[src/rtl/cpu_register_file_mp.sv]
// Multi-port register file with write bypass, prioritised writeback ports,
// a busy scoreboard and a sequential one-register-per-cycle clear engine.
module cpu_register_file_mp #(
  parameter int DATA_WIDTH           = 8,
  parameter int NUMBER_OF_REGISTERS  = 16,
  parameter int NUMBER_OF_READ_PORTS = 2,
  localparam int AW = $clog2(NUMBER_OF_REGISTERS)
) (
  input  logic                                       clock_in,
  input  logic                                       reset_in,
  input  logic [NUMBER_OF_READ_PORTS*AW-1:0]         read_address_in,
  output logic [NUMBER_OF_READ_PORTS*DATA_WIDTH-1:0] read_data_out,
  output logic [NUMBER_OF_READ_PORTS-1:0]            read_busy_out,
  input  logic                                       write0_enable_in,
  input  logic [AW-1:0]                              write0_address_in,
  input  logic signed [DATA_WIDTH-1:0]               write0_data_in,
  input  logic                                       write1_enable_in,
  input  logic [AW-1:0]                              write1_address_in,
  input  logic signed [DATA_WIDTH-1:0]               write1_data_in,
  input  logic                                       reserve_enable_in,
  input  logic [AW-1:0]                              reserve_address_in,
  input  logic                                       clear_start_in,
  output logic                                       clear_busy_out,
  output logic                                       clear_done_out
);

  localparam logic [1:0] S_IDLE  = 2'd0;
  localparam logic [1:0] S_CLEAR = 2'd1;
  localparam logic [1:0] S_DONE  = 2'd2;
  localparam logic [AW-1:0] LAST_INDEX = AW'(NUMBER_OF_REGISTERS - 1);

  logic [1:0]                   r_state;
  logic [AW-1:0]                r_index;
  logic signed [DATA_WIDTH-1:0] r_regs [NUMBER_OF_REGISTERS];
  logic [NUMBER_OF_REGISTERS-1:0] r_busy;

  logic w_idle;
  logic w_wr0;
  logic w_wr1;
  logic w_rsv;

  // Reset is folded in so bypassed data also reads as zero while reset is held.
  assign w_idle = (r_state == S_IDLE) && !reset_in;
  assign w_wr0  = write0_enable_in && (write0_address_in != '0) && w_idle;
  assign w_wr1  = write1_enable_in && (write1_address_in != '0) && w_idle &&
                  !(w_wr0 && (write1_address_in == write0_address_in));
  assign w_rsv  = reserve_enable_in && (reserve_address_in != '0) && w_idle;

  assign clear_busy_out = (r_state != S_IDLE);
  assign clear_done_out = (r_state == S_DONE);

  always_ff @(posedge clock_in or posedge reset_in) begin
    if (reset_in) begin
      for (int i = 0; i < NUMBER_OF_REGISTERS; i++) begin
        r_regs[i] <= '0;
      end
      r_busy  <= '0;
      r_state <= S_IDLE;
      r_index <= '0;
    end else begin
      case (r_state)
        S_IDLE: begin
          if (w_wr0) begin
            r_regs[write0_address_in] <= write0_data_in;
            r_busy[write0_address_in] <= 1'b0;
          end
          if (w_wr1) begin
            r_regs[write1_address_in] <= write1_data_in;
            r_busy[write1_address_in] <= 1'b0;
          end
          // Placed after the writes so a same-cycle reserve leaves the bit set.
          if (w_rsv) begin
            r_busy[reserve_address_in] <= 1'b1;
          end
          if (clear_start_in) begin
            r_state <= S_CLEAR;
            r_index <= AW'(1);
          end
        end
        S_CLEAR: begin
          r_regs[r_index] <= '0;
          r_busy[r_index] <= 1'b0;
          if (r_index == LAST_INDEX) begin
            r_state <= S_DONE;
          end else begin
            r_index <= r_index + AW'(1);
          end
        end
        S_DONE: begin
          r_state <= S_IDLE;
        end
        default: begin
          r_state <= S_IDLE;
        end
      endcase
    end
  end

  for (genvar p = 0; p < NUMBER_OF_READ_PORTS; p++) begin : g_read
    logic [AW-1:0]                w_ra;
    logic signed [DATA_WIDTH-1:0] w_rd;

    assign w_ra = read_address_in[p*AW +: AW];

    always_comb begin
      w_rd = r_regs[w_ra];
      if (w_ra == '0) begin
        w_rd = '0;
      end else if (w_wr0 && (write0_address_in == w_ra)) begin
        w_rd = write0_data_in;
      end else if (w_wr1 && (write1_address_in == w_ra)) begin
        w_rd = write1_data_in;
      end
    end

    assign read_data_out[p*DATA_WIDTH +: DATA_WIDTH] = w_rd;
    assign read_busy_out[p] = r_busy[w_ra];
  end

endmodule

[config.mk]
export PLATFORM = sky130hd
export DESIGN_NAME = cpu_register_file_mp
export DESIGN_NICKNAME = d
export VERILOG_FILES = /design/src/rtl/cpu_register_file_mp.sv
export SDC_FILE = /design/constraint.sdc
export NUM_CORES = 1
export LEC_CHECK = 0
export CELL_PAD_IN_SITES_DETAIL_PLACEMENT = 0
export CELL_PAD_IN_SITES_GLOBAL_PLACEMENT = 1
export CORE_UTILIZATION = 30
export DETAILED_ROUTE_END_ITERATION = 12
export GPL_ROUTABILITY_DRIVEN = 0
export PLACE_DENSITY_LB_ADDON = 0.1
export SYNTH_ARGS = -nofsm -noshare
export SYNTH_HDL_FRONTEND = slang
export SYNTH_SLANG_ARGS = --single-unit
[constraint.sdc]
create_clock -name clock_in -period 7.9 [get_ports clock_in]
set_input_delay 0.79 -clock clock_in [delete_from_list [all_inputs] [get_ports clock_in]]
set_output_delay 0.79 -clock clock_in [all_outputs]
set_load 0.03 [all_outputs]
==> impl_metrics.csv, run 1 <==
group,metric,value,unit
synth,yosys.area.top_type,"dfrtp_1",
setup_path,start_kind,"input port",
sta,worst_pin_slew,1.35,ns
floorplanning,core_area,36500,um2
clock_tree,cts_hold_buf,0,
synth,async_flop_share,100,%
synth,synth_area_leaders,"dfrtp_1 34%, mux4_2 15%, mux2i_1 5.9%",
setup_path,path_cells,"clkdlybuf4s50_1 > or4_1 > and2_1 > a211oi_2 > a21oi_1 > a21oi_1 > clkdlybuf4s50_1",
place,io_buffers,61,
global_routing,antenna_found_initial,3,
synth,synth-edff-count,0,
finish,fin_area,12700,um2
clock_tree,root_buffer,"clkbuf_16",
clock_tree,cts_setup_buffers,0,
floorplanning,io_pins,62,
synth,ys_types,74,
place,dpl-instance-area,12100,um2
sta,final_max_slew_viol_count,0,
finish,final_core_util,34.9,%
setup_path,critical_path_class,"in -> out",
sta,relSlewSlack,9.38,%
clock_tree,path_clk_slew,0.07,ns
clock_tree,clk_latency,0.45,ns
synth,synth_top_area_share,33.8,%
global_routing,grt_pass1_vias,9509,
routing,drt_iter0_drc,837,
setup_path,endpoint,"read_data_out[14]",
sta,fmax,182,MHz
floorplanning,std_cell_rows,70,
floorplanning,dieWidth,194,um
setup_path,startpoint,"write0_address_in[2]",
status,status,"complete, no violations",
setup_path,critPathSlowestCell,"a211oi_2",
setup_path,endpoint_kind,"output port",
routing,vias_per_cell,6.22,
clock_tree,cts_resized,0,
setup_path,cp_data_arrival_time,4.69,ns
synth,synth_warnings,0,
sta,clock_skew,0.00678,ns
global_routing,track_usage,25.7,%
routing,drc,0,
flow_run,max-cap-violations,0,
sta,fin_crit_sh,69.4,%
sta,setup_violations,0,
setup_path,rrSetupSlack,4.53,ns
sta,hold_violations,0,
setup_path,required,7.11,ns
clock_tree,clockBufferDepth,2,
clock_tree,numCtsBuffers,17,
global_routing,grt_overflow,0,
synth,syn_inst,1066,
clock_tree,cts_tree,"built",
routing,first_pass_iters,5,
global_routing,grt_max_degree,85,
floorplanning,start_util,30.4,%
setup_path,critPathMaxStageDelay,1.02,ns
floorplanning,die_h,194,um
synth,mappedNetlistArea,11100,um2
setup_path,crit_fanout,15,
worst_hold_path,hp-class,"reg -> reg",
finish,final_cell_mix,"150 x dfrtp_1, 72 x mux4_2, 65 x mux2i_1, 65 x a21oi_1, 55 x clkdlybuf4s50_1",
synth,synthFlopType,"dfrtp_1",
place,dp_hpwl,31.6,mm
finish,syn2layout_area_growth,14.6,%
routing,wl_per_cell,31.0,um
routing,vias,9589,
synth,synthesis.nets,1112,
setup_path,ff2ff_path_depth,6,
pwr,irDropWorstVdd,137,uV
finish,fin_nets,1106,
routing,wirelength,47.7,mm
global_routing,grt_pass1_wl,69.7,mm
synth,ys_seq_area_share,33.8,%
setup_path,regToRegStartpoint,"r_state[1]",
finish,final_common_cell,"dfrtp_1",
pwr,power_density,258,nW/um2
sta,setup_tns,0,ns
floorplanning,die_area,37800,um2
clock_tree,htreeDepth,4,
finish,drive_gt1_share,18.5,%
pwr,power.leakage,5.39,nW
sta,rsz0062_at_grt,"false",
pwr,power,3.29,mW
synth,avgSynthCellArea,10.4,um2
clock_tree,cts_sinks,150,
sta,fin_crit,5.48,ns
synth,synth_seq_cells,150,
routing,drtAntennaViolNets,0,
setup_path,r2r_end,"r_regs[15]",
-- kinds of logic after synthesis --
kind of cell               count (synthesis)  synth area share (%)
buffers and inverters                    139                  5.30
AOI/OAI and AO/OA                        351                  25.0
adders and majority gates                  4                 0.451
xor gates and xnor gates                  21                  1.66
muxes                                    152                  22.0
DFF                                      150                  33.8
and+or+nand+nor                          249                  11.9
-- report_power, final --
group	total, mW	switching (mW)	leakage, nW	internal, mW
sequential	1.07	0.158	2.05	0.908
clock	0.972	0.376	0.330	0.596
combinational	1.25	0.800	3.02	0.448
total	3.29	1.33	5.39	1.95
-- area by class of cell --
type	instances	area [um2]
fillers	3667	23800
multi-input cells	777	6780
flip-flops and latches	150	3750
repair buffers	101	881
well taps	468	586
clock buffers	21	480
clock inverters	11	194
inverters	13	53.8
diodes	1	2.50
-- registers in the layout, indices dropped and copies added, names as in the netlist --
signal and cells:
r_index 4, r_state 2, r_regs 128, r_busy 16
-- through the flow --
stage | worst slack, ns | cells | hold slack (ns)
after global routing | 2.24 | 1541 | 0.514
after floorplan | 2.89 | 1066 | 0.461
after detailed placement | 2.43 | 1509 | 0.483
after CTS | 2.45 | 1541 | 0.499
after global placement | 2.43 | 1509 | 0.474
final | 2.42 | 1542 | 0.495
-- worst max-delay path: cells and delay by family --
kind	cells	cell delay, ns
AND/OR/NAND/NOR	2	1.09
AO/OA/AOI/OAI	3	1.47
buffers and inverters	2	1.32
-- synth_stat cells (25+ instances only) --
master    number
o21ai_0       25
a21oi_1       65
nand3_1       28
a22o_1        40
clkbuf_1      63
mux4_2        72
dfrtp_1      150
a221o_1       39
buf_1         31
nor3_1        44
nand2_1       49
a21o_1        47
buf_2         27
nor2_1        44
mux2i_1       65
-- metal layers --
metal	vias up	GRT usage (%)	share of wire, %
li1	4183	-	-
met1	5041	35.1	45
met2	296	41.1	47
met3	69	3.54	4.8
met4	0	10.0	3.2
met5	-	0	0
-- worst min-delay path by stage --
stage          startpoint          to  slack (ns)  cells after the start
3_3_place_gp   r_regs[26]  r_regs[26]        0.47                      1
2_1_floorplan  r_regs[25]  r_regs[25]        0.46                      1
5_1_grt        r_regs[65]  r_regs[65]        0.51                      1
4_1_cts        r_regs[88]  r_regs[88]        0.50                      1
6_report       r_regs[88]  r_regs[88]        0.49                      1
3_5_place_dp   r_regs[88]  r_regs[88]        0.48                      1
No activity file was read; power rests on OpenSTA's default activity.
==> run 2, diff against run 1 <==
clock period = 4.5 ns   (was 7.9 ns; I/O delays follow)
==> impl_metrics.csv, run 2 (synthesized netlist as in run 1, its figures left out) <==
group,metric,value,unit
floorplanning,std_cell_rows,70,
global_routing,top_usage_layer,"met2",
floorplanning,io_pins,62,
finish,drive_gt1_share,21.4,%
setup_path,crit_fanout,9,
finish,diodes,0,
global_routing,grt_overflow,0,
clock_tree,cts_resized,0,
setup_path,required,4.05,ns
clock_tree,htreeDepth,4,
floorplanning,die_h,194,um
sta,worst_pin_slew,1.03,ns
setup_path,path_buf_inv,3,
place,io_buffers,61,
setup_path,path_depth,8,
routing,drt_iter0_drc,925,
global_routing,grt_pass1_vias,9657,
clock_tree,root_buffer,"clkbuf_16",
sta,timing.hold.ws,0.499,ns
setup_path,rrSetupSlack,1.52,ns
sta,fin_ws,0.588,ns
clock_tree,path_clk_slew,0.07,ns
worst_hold_path,hp-class,"reg -> reg",
setup_path,critPathTopFamily,"buffers and inverters",
global_routing,met1_usage,37.9,%
global_routing,grt_max_degree,75,
setup_path,critical_path_class,"in -> out",
clock_tree,cts_hold_buf,0,
floorplanning,die_area,37800,um2
routing,first_pass_iters,5,
routing,drc,0,
sta,final_max_slew_viol_count,0,
sta,fin_crit,3.91,ns
setup_path,path_cells,"clkdlybuf4s50_1 > nor4b_2 > buf_4 > o31ai_1 > a211oi_2 > nor4_1 > a221o_1 > clkdlybuf4s50_1",
clock_tree,cts_tree,"built",
finish,largest_reg_flops,128,
finish,fin_nets,1137,
sta,rsz0062_at_grt,"false",
routing,vias_per_cell,6.28,
global_routing,use_met2,42.0,%
sta,hold_violations,0,
pwr,irDropWorstVdd,282,uV
sta,fmax,256,MHz
sta,setup_violations,0,
setup_path,critPathSlowestCell,"a211oi_2",
routing,wirelength,49.8,mm
global_routing,grt_util_met3,4.16,%
finish,fin_area,13000,um2
finish,syn2layout_area_growth,17.0,%
finish,final_common_cell,"dfrtp_1",
floorplanning,start_util,30.4,%
clock_tree,cts_sinks,150,
sta,relSlewSlack,31.5,%
place,pre_cts_ws,0.599,ns
global_routing,grt_pass1_wl,72.3,mm
setup_path,cp_common_cell,"clkdlybuf4s50_1",
pwr,power.leakage,5.57,nW
clock_tree,clockBufferDepth,2,
sta,fin_crit_sh,86.9,%
routing,vias,9876,
routing,wl_per_cell,31.7,um
floorplanning,dieWidth,194,um
pwr,power_density,448,nW/um2
floorplanning,core_area,36500,um2
setup_path,cp_data_arrival_time,3.46,ns
place,placed_cells,1540,
setup_path,critPathMaxStageDelay,0.66,ns
setup_path,ff2ff_path_depth,7,
flow_run,max-cap-violations,0,
place,dp_hpwl,34.6,mm
sta,clock_skew,0.0134,ns
place,dpl-instance-area,12300,um2
clock_tree,cts_setup_buffers,0,
finish,reg_top3,"r_regs (128), r_busy (16), r_index (4)",
status,status,"complete, no violations",
clock_tree,numCtsBuffers,17,
setup_path,start_kind,"input port",
worst_hold_path,hold_depth,1,
clock_tree,clk_latency,0.46,ns
setup_path,endpoint_kind,"output port",
global_routing,track_usage,26.8,%
finish,final_cell_mix,"150 x dfrtp_1, 74 x buf_4, 72 x mux4_2",
global_routing,antenna_found_initial,4,
sta,setup_tns,0,ns
finish,regMostFlops,"r_regs",
routing,drtAntennaViolNets,0,
finish,finalNonFillerCells,1572,
[run 2: cell types whose count changed in the layout (fill, tap and decap cells not counted), sizes merged]
cell,change
diode,-1
clkinvlp,+2
clkbuf,-3
buf,+40
clkdlybuf4s50,-9
inv,+1
[run 2: power breakdown]
part           switching (mW)  total, mW  internal [mW]
registers               0.290       1.88           1.59
logic                    1.44       2.26          0.821
clock network           0.679       1.68           1.01
total                    2.40       5.83           3.42
[run 2: worst register-to-register path: cells and delay by family, from the launching register on]
| family | cells | cell delay, ns |
|---|---|---|
| and+or+nand+nor | 2 | 1.13 |
| buffers and inverters | 3 | 0.95 |
| DFF | 1 | 0.48 |
| AOI/OAI and AO/OA | 2 | 0.35 |
[run 2: worst paths after layout]
| check | end | start |
|---|---|---|
| max | read_data_out[11] | reset_in |
| min | r_regs[26] | r_regs[26] |
| max reg2reg | r_regs[78] | r_state[0] |
| min reg2reg | r_regs[26] | r_regs[26] |
| max in group asynchronous | r_regs[65] | reset_in |
| min in group asynchronous | r_busy[5] | reset_in |
[run 2: routing by layer]
layer / vias up / wire length [um]
li1: 4248 / -
met1: 5203 / 22800
met2: 357 / 23000
met3: 64 / 2730
met4: 4 / 1260
met5: - / 23
[run 2: cell type report]
type                    instances  area (um2)
clock inverters                14         223
inverters                      13        52.6
well taps                     468         586
repair buffers                132        1170
fillers                      3653       23500
multi-input cells             777        6770
flip-flops and latches        150        3750
clock buffers                  18         439
[run 2: metrics by stage]
stage	power [mW]	utilization (%)
floorplan	3.20	-
detailed placement	4.14	33.8
global placement	4.13	33.8
CTS	5.83	35.6
finish	5.83	35.6
global route	6.08	35.6
==> run 3, diff against run 2 <==
CORE_ASPECT_RATIO = 0.7   (was unset)
==> impl_metrics.csv, run 3 (synthesized netlist as in run 1, its figures left out) <==
group,metric,value,unit
clock_tree,clk_latency,0.46,ns
setup_path,required,4.05,ns
place,dp_hpwl,34.7,mm
finish,final_cell_mix,"150 x dfrtp_1, 72 x mux4_2, 67 x buf_4",
status,status,"complete, no violations",
floorplanning,die_area,37800,um2
finish,final_common_cell,"dfrtp_1",
clock_tree,numCtsBuffers,17,
routing,drc,0,
floorplanning,dieWidth,232,um
sta,clock_skew,0.0153,ns
finish,regMostFlops,"r_regs",
global_routing,antenna_found_initial,1,
setup_path,path_cells,"clkdlybuf4s50_1 > or2_2 > o31ai_1 > nor2_1 > a211o_1 > o21ai_1 > clkdlybuf4s50_1",
sta,fin_ws,0.539,ns
finish,diodes,0,
global_routing,grt_pass1_wl,73.8,mm
clock_tree,clockBufferDepth,2,
setup_path,critPathMaxStageDelay,0.74,ns
floorplanning,die_h,163,um
global_routing,grt_pass1_vias,9717,
sta,fin_crit_sh,88.0,%
floorplanning,core_area,36200,um2
sta,setup_violations,0,
clock_tree,cts_hold_buf,0,
setup_path,start_kind,"input port",
sta,relSlewSlack,24.2,%
setup_path,path_buf_inv,2,
sta,setup_tns,0,ns
setup_path,cp_data_arrival_time,3.51,ns
floorplanning,start_util,30.7,%
finish,reg_top3,"r_regs (128), r_busy (16), r_index (4)",
setup_path,cp_common_cell,"clkdlybuf4s50_1",
clock_tree,cts_tree,"built",
finish,syn2layout_area_growth,16.2,%
setup_path,crit_fanout,10,
setup_path,endpoint_kind,"output port",
sta,fmax,252,MHz
finish,fin_area,12900,um2
clock_tree,path_clk_slew,0.07,ns
routing,drtAntennaViolNets,0,
sta,worst_pin_slew,1.13,ns
place,pre_cts_ws,0.579,ns
routing,drt_iter0_drc,1093,
setup_path,critPathTopFamily,"compound AO/OA/AOI/OAI gates",
worst_hold_path,hp-class,"reg -> reg",
flow_run,max-cap-violations,0,
pwr,irDropWorstVdd,288,uV
place,dpl-instance-area,12300,um2
global_routing,grt_max_degree,63,
routing,vias,10000,
routing,first_pass_iters,5,
sta,rsz0062_at_grt,"false",
place,io_buffers,61,
finish,drive_gt1_share,21.0,%
clock_tree,cts_resized,0,
finish,nFillCells,3678,
pwr,power,5.64,mW
clock_tree,cts_sinks,150,
floorplanning,io_pins,62,
global_routing,grt_overflow,0,
pwr,power.leakage,5.50,nW
sta,final_max_slew_viol_count,0,
finish,ff_latch_area,3750,um2
clock_tree,cts_setup_buffers,0,
clock_tree,htreeDepth,4,
routing,vias_per_cell,6.33,
sta,fin_crit,3.96,ns
setup_path,critical_path_class,"in -> out",
clock_tree,root_buffer,"clkbuf_16",
routing,wl_per_cell,32.4,um
finish,largest_reg_flops,128,
floorplanning,std_cell_rows,58,
routing,wirelength,51.1,mm
finish,fin_nets,1133,
setup_path,critPathSlowestCell,"clkdlybuf4s50_1",
sta,hold_violations,0,
global_routing,track_usage,27.7,%
pwr,power_density,437,nW/um2
finish,multi_input_area,6780,um2
run 3: changes by cell type in the layout (fill, tap and decap cells not counted), sizes merged:
| cell | before | now |
|---|---|---|
| inv | 15 | 18 |
| bufinv | 5 | 0 |
| buf | 86 | 81 |
| clkinvlp | 3 | 5 |
| clkbuf | 18 | 19 |
| clkdlybuf4s50 | 46 | 47 |
| clkinv | 4 | 3 |
run 3: final timing paths:
kind / startpoint / slack, ns / cells past startpoint / end
worst max-delay path: write1_address_in[3] / 0.54 / 7 / read_data_out[0]
worst min-delay path: r_regs[26] / 0.49 / 1 / r_regs[26]
worst max register to register: r_state[0] / 1.45 / 7 / r_regs[71]
worst min register to register: r_regs[26] / 0.49 / 1 / r_regs[26]
max in group asynchronous: reset_in / 2.89 / 4 / r_regs[90]
min in group asynchronous: reset_in / 0.71 / 3 / r_index[1]
run 3: per-stage QoR:
stage	hold slack, ns	cells	util [%]
finish	0.491	1580	35.6
global route	0.512	1580	35.6
CTS	0.497	1580	35.6
detailed placement	0.481	1548	34.1
global placement	0.472	1548	34.1
floorplan	0.461	1066	-
run 3: per-layer routing:
metal	part of all wire, %	GRT usage [%]	wire length [um]	vias up
met5	0.025	0	13	-
met4	1.7	6.01	889	2
met3	7.6	6.34	3890	61
met2	41	38.9	21100	420
met1	49	42.6	25200	5273
li1	-	-	-	4247
run 3: power by group:
part	internal [mW]	leakage, nW	switching, mW
sequential	1.59	2.05	0.299
combinational	0.814	3.19	1.50
clock	0.737	0.261	0.704
run 3: final cells by class:
cell class                      count  area share (%)
Multi-Input combinational cell    777            52.5
Sequential cell                   150            29.1
Timing Repair Buffer              128            9.02
Tap cell                          480            4.65
Clock buffer                       19            3.43
Clock inverter                     13           0.882
Inverter                           13           0.407
